<file path="config.mk">
export PLATFORM = sky130hd
export DESIGN_NAME = alu_ctrl_fsm
export DESIGN_NICKNAME = d
export VERILOG_FILES = /design/src/rtl/alu_ctrl_fsm.sv
export SDC_FILE = /design/constraint.sdc
export NUM_CORES = 1
export LEC_CHECK = 0
export ABC_AREA = 1
export BUFFER_PORTS_ARGS = -buffer_cell sky130_fd_sc_hd__clkbuf_2
export CORE_MARGIN = 2
export CORE_UTILIZATION = 40
export CTS_BUF_LIST = sky130_fd_sc_hd__clkbuf_16
export DETAILED_ROUTE_END_ITERATION = 10
export SLEW_MARGIN = 20
export SYNTH_ARGS = -nofsm -noshare
export SYNTH_HDL_FRONTEND = slang
export SYNTH_SLANG_ARGS = --single-unit
</file>
<file path="constraint.sdc">
create_clock -name clk -period 1.6 [get_ports clk]
set_input_delay 0.24 -clock clk [delete_from_list [all_inputs] [get_ports clk]]
set_output_delay 0.24 -clock clk [all_outputs]
set_load 0.05 [all_outputs]
</file>
<file path="src/rtl/alu_ctrl_fsm.sv">
// Multi-cycle FETCH/DECODE/EXEC/MEM/WB sequencer producing every ALU, register-file and data-memory control.
// Latency: 4 cycles per ADD/UNARY, 4+k for LOAD/STORE acked in MEM cycle k; one instruction accepted per FETCH.
module alu_ctrl_fsm #(
  parameter int MEM_TIMEOUT = 15
) (
  input  logic       clk,
  input  logic       rst_n,
  input  logic       instr_valid,
  input  logic [7:0] instr,
  output logic       instr_ready,
  input  logic       mem_ack,
  output logic       alusrc,
  output logic       aluop,
  output logic [1:0] alu_fn,
  output logic [1:0] rs_addr,
  output logic [1:0] rt_addr,
  output logic [1:0] rd_addr,
  output logic       wb_sel,
  output logic       reg_we,
  output logic       mem_re,
  output logic       mem_we,
  output logic       pc_inc,
  output logic       err,
  output logic [7:0] retired
);

  typedef enum logic [2:0] {S_FETCH, S_DECODE, S_EXEC, S_MEM, S_WB} state_t;

  localparam logic [1:0] OP_ADD   = 2'b00;
  localparam logic [1:0] OP_UNARY = 2'b01;
  localparam logic [1:0] OP_LOAD  = 2'b10;
  localparam logic [1:0] OP_STORE = 2'b11;
  localparam logic [7:0] WAIT_LAST = 8'(MEM_TIMEOUT - 1);

  state_t     state, state_nxt;
  logic [7:0] ir;
  logic [7:0] wait_cnt;
  logic       aborted;
  logic [1:0] op;
  logic       mem_expired;

  assign op          = ir[7:6];
  assign mem_expired = (state == S_MEM) && !mem_ack && (wait_cnt == WAIT_LAST);

  always_ff @(posedge clk) begin
    if (!rst_n) begin
      state    <= S_FETCH;
      ir       <= 8'd0;
      wait_cnt <= 8'd0;
      aborted  <= 1'b0;
      err      <= 1'b0;
      retired  <= 8'd0;
    end else begin
      state <= state_nxt;
      if (state == S_FETCH && instr_valid) begin
        ir      <= instr;
        aborted <= 1'b0;
      end
      // Counter is zero on every MEM entry because it is cleared whenever MEM is not waiting.
      if (state == S_MEM && !mem_ack && !mem_expired)
        wait_cnt <= wait_cnt + 8'd1;
      else
        wait_cnt <= 8'd0;
      if (mem_expired) begin
        aborted <= 1'b1;
        err     <= 1'b1;
      end
      if (state_nxt == S_WB)
        retired <= retired + 8'd1;
    end
  end

  always_comb begin
    state_nxt = state;
    case (state)
      S_FETCH:  if (instr_valid) state_nxt = S_DECODE;
      S_DECODE: state_nxt = S_EXEC;
      S_EXEC:   state_nxt = op[1] ? S_MEM : S_WB;
      S_MEM:    if (mem_ack || mem_expired) state_nxt = S_WB;
      S_WB:     state_nxt = S_FETCH;
      default:  state_nxt = S_FETCH;
    endcase
  end

  // Every control is forced low while reset is held, whatever state the register still shows.
  always_comb begin
    instr_ready = 1'b0;
    alusrc      = 1'b0;
    aluop       = 1'b0;
    alu_fn      = 2'b00;
    rs_addr     = 2'b00;
    rt_addr     = 2'b00;
    rd_addr     = 2'b00;
    wb_sel      = 1'b0;
    reg_we      = 1'b0;
    mem_re      = 1'b0;
    mem_we      = 1'b0;
    pc_inc      = 1'b0;
    if (rst_n) begin
      if (state == S_FETCH) begin
        instr_ready = 1'b1;
      end else begin
        rs_addr = ir[5:4];
        rt_addr = ir[3:2];
        case (op)
          OP_ADD:  rd_addr = ir[1:0];
          OP_STORE: rd_addr = 2'b00;
          default: rd_addr = ir[3:2];
        endcase
        alusrc = (op != OP_ADD);
        alu_fn = (op == OP_UNARY) ? ir[1:0] : 2'b00;
        case (state)
          S_EXEC: aluop = 1'b1;
          S_MEM: begin
            mem_re = (op == OP_LOAD);
            mem_we = (op == OP_STORE);
          end
          S_WB: begin
            pc_inc = 1'b1;
            wb_sel = (op == OP_LOAD);
            reg_we = !op[1] || (op == OP_LOAD && !aborted);
          end
          default: ;
        endcase
      end
    end
  end

endmodule

</file>
==> impl_summary.log <==
[metrics] power per unit of standard cell area: roughly 900 nW/um2
[metrics] largest net degree at the start of global routing: 19
[metrics] Multi-input gate area: just over 900 um2
[metrics] final-report max-slew violation count: 0
[metrics] number of distinct standard cells referenced by the synthesized netlist: 30
[metrics] critical path data arrival time: 1.42 ns
[metrics] Yosys warnings: 0
[metrics] RSZ-0062 raised after global routing: yes
[metrics] portion of the post-synthesis area used by sequential elements: 39.3%
[metrics] worst min-delay path category: in2reg
[metrics] all-layer global routing usage: approximately a fifth
[metrics] launch instance of the worst register-to-register path: wait_cnt[0]$_SDFF_PN0_
[metrics] horizontal die dimension: around 65 um
[metrics] crit path kind: reg2out
[metrics] maximum cell stage delay along the critical path: ~0.32 ns
[metrics] number of antenna violations at the first check in global routing: 0
[metrics] initial core utilization: between 40 and 50%
[metrics] final antenna-violating net count: 0
[metrics] post-synthesis cell type with the largest combined area: dfxtp_1
[metrics] Area Growth Syn to Fin: 52.5%
[metrics] post-detailed-route via-to-cell ratio: about 4.7
[metrics] Syn Std Cell Area: between 1000 and 1500 um2
[metrics] HPWL reported at the end of detailed placement: approximately 2.5 mm
[metrics] post-layout worst setup margin: -0.0565 ns
[metrics] routability cong.: between 0.8 and 0.9
[metrics] most numerous cell types in the synthesized netlist: dfxtp_1 (29), nand2_1 (29), nor2_1 (25)
[metrics] synthesized net count: 216
[metrics] share of flip-flops with an asynchronous set or reset: 0%
[metrics] Least-Margin Pin Slew: between 0.3 and 0.4 ns
[metrics] worst-path cell with the longest stage delay: dfxtp_2
[metrics] kind of end point of the critical path: output port
[metrics] required time at the worst-slack endpoint: ~1.4 ns
[metrics] family of cells with the greatest summed delay on the critical path: buffers and inverters
[metrics] Worst Hold Launch: instr[4]
[metrics] highest net fanout along the worst path: 3
[metrics] maximum buffer depth of the clock tree: 2
[metrics] ys flop type: dfxtp_1
[metrics] shortest period the worst path allows: roughly 1.7 ns
[metrics] CTS buffer count: 5
[metrics] clock insertion delay at the later pin of the skew report: approximately 0.27 ns
[metrics] critical path startpoint category: flip-flop
[metrics] number of global-route vias before repair: between 1000 and 1500
[metrics] count of flip-flops with a built-in enable after synthesis: 0
[metrics] result of the run: finished, violations left
[metrics] worst vdd rail ir drop: ~0.00055 V
[metrics] Finished Layout Cells: a little over 300
[metrics] Non-Filler Cell Area, Final: between 2000 and 2500 um2
[metrics] initial drt markers: between 60 and 70
[metrics] Routed WL: between 3 and 4 mm
[metrics] Achievable Freq: between 600 and 700 MHz
[metrics] total congestion overflow after global routing: 0
[metrics] total number of nets in the final design: ~270
[metrics] ratio of cells with drive above 1 in the final layout: slightly below 40%
[metrics] number of register bits inferred by synthesis: 29
[metrics] post-detailed-route DRC marker count: 0
[metrics] die height: about 65 um
[metrics] CTS tree: done
[metrics] final-report setup violation count: 5
[metrics] CTS hold repair buffers: 0
[metrics] vias: roughly 1400
[metrics] slew margin rel.: between 70% and 80%
[metrics] CTS Root Buffer Type: clkbuf_16
[metrics] cell row count: 22
[metrics] fraction of post-synthesis cell area in the top cell type by area: about 39%
[metrics] average cell area after synthesis: about 7.5 um2
[metrics] violations in the final reports: negative setup slack
[metrics] Leakage Power: about 0.94 nW
[metrics] number of hold violations in the final report: 0
[metrics] max-capacitance violation count: 0
[metrics] placement-stage cell area: approximately 1900 um2
[metrics] area occupied by registers: about 590 um2
[metrics] Layout Skew: between 0.003 and 0.004 ns
[metrics] number of fill cells in the layout: between 300 and 400
[metrics] Top-Level Pins: 37
[metrics] diode count: 0
[metrics] wire per inst: around 12 um
[metrics] cell-by-cell listing of the critical path: inv_2, buf_6, ha_4, inv_4, buf_4, nor3_4, buf_12
[metrics] synthesized instance count: a little under 200
[metrics] clock-pin slew on the worst setup and hold paths: 0.05 ns
[metrics] fin crit share: 104%
[metrics] Bufs and invs on worst path: 5
[metrics] H-tree depth: 2
[metrics] placeable core region: approximately 3600 um2
[metrics] die area: roughly 4200 um2
[metrics] number of cells after detailed placement: ~290
[metrics] CP startpoint: ir[6]$_SDFFE_PN0P_
[metrics] first-pass GRT wire length: 5.98 mm
[metrics] cells taking the most area after synthesis: dfxtp_1 (39%), a21oi_1 (7.4%), nand2_1 (7.4%)
[metrics] detailed-router iteration count before antenna repair: 4
[metrics] port buffer count: 36
[metrics] clock net sink count: 29
[sequential cells by signal, indices dropped and copies added (netlist names)]
register  cells
ir            8
retired       8
state         3
aborted       1
wait_cnt      8
err           1
[final timing paths]
check                           endpoint  slack, ns  depth (start not counted)
setup / recovery                  wb_sel      -0.06                          7
hold / removal        ir[4]$_SDFFE_PN0P_       0.25                          3
setup reg to reg  wait_cnt[3]$_SDFF_PN0_       0.17                          6
hold reg to reg         err$_SDFFE_PN0P_       0.45                          2
[placed cells by master (no fill, tap or decap), types with 4 or more instances in the layout]
cell        n
dfxtp_1    25
buf_4      18
buf_8       4
inv_1      20
clkbuf_2   20
dfxtp_2     4
ha_1        4
inv_2       5
o21ai_0     9
nand3_1    13
buf_6       4
clkbuf_16   5
nand2_1    28
a21oi_1    20
nor2_1     21
nor2_2      5
[per-stage QoR]
| stage | TNS [ns] | power, mW | hold slack (ns) | setup WS (ns) | util (%) |
|---|---|---|---|---|---|
| detailed placement | 0 | 1.10 | 0.444 | 0.0208 | 52.7 |
| CTS | -0.143 | 2.02 | 0.243 | -0.0501 | 60.7 |
| floorplan | -1.40 | 0.995 | 0.430 | -0.229 | - |
| global route | -0.734 | 2.13 | 0.273 | -0.137 | 62.5 |
| finish | -0.161 | 2.03 | 0.249 | -0.0565 | 62.5 |
| global placement | 0 | 1.10 | 0.444 | 0.0417 | 52.7 |
[repair_timing]
item | 4_1_cts | 5_1_grt
endpoints found under the setup margin | 15 | 17
setup buffers | 2 | 1
pin swaps | 4 | 2
gates resized for setup | 36 | 32
[worst reg2reg max path, delay by kind of cell, from the launching register on]
family / cells / cell delay, ns
simple gates: 3 / 0.63
flops: 1 / 0.36
fa+ha+maj: 1 / 0.21
compound gates: 1 / 0.10
buf+inv: 1 / 0.06
[where the power goes]
group,switching (mW),internal [mW],leakage [nW],total [mW]
Combinational,0.248,0.164,0.625,0.412
Sequential,0.0165,0.754,0.237,0.771
Clock,0.292,0.556,0.0776,0.848
[kinds of logic (layout without fill, tap and decap cells)]
family / count (synthesis) / count (layout) / share of synthesized area [%]
AO/OA/AOI/OAI: 36 / 36 / 13.2
AND/OR/NAND/NOR: 90 / 90 / 29.6
adder cells (fa/ha/maj): 7 / 7 / 5.92
buffers and inverters: 29 / 86 / 8.46
XOR/XNOR: 6 / 6 / 3.55
flip-flops: 29 / 29 / 39.3
[area by class of cell]
type	instances	area share, %
clock buffer	5	5.55
multi-input combinational	139	41.5
inverter	25	4.33
sequential	29	26.0
clock inverter	3	0.499
timing repair buffer	53	19.5
tap	48	2.66
[per-layer routing]
metal	global-route usage, %	vias to the layer above	share of wire (%)
li1	-	753	-
met1	22.3	641	44
met2	30.0	35	49
met3	6.42	5	5.7
met4	8.51	0	1.4
met5	0	-	0
(Power assumes the default switching activity.)
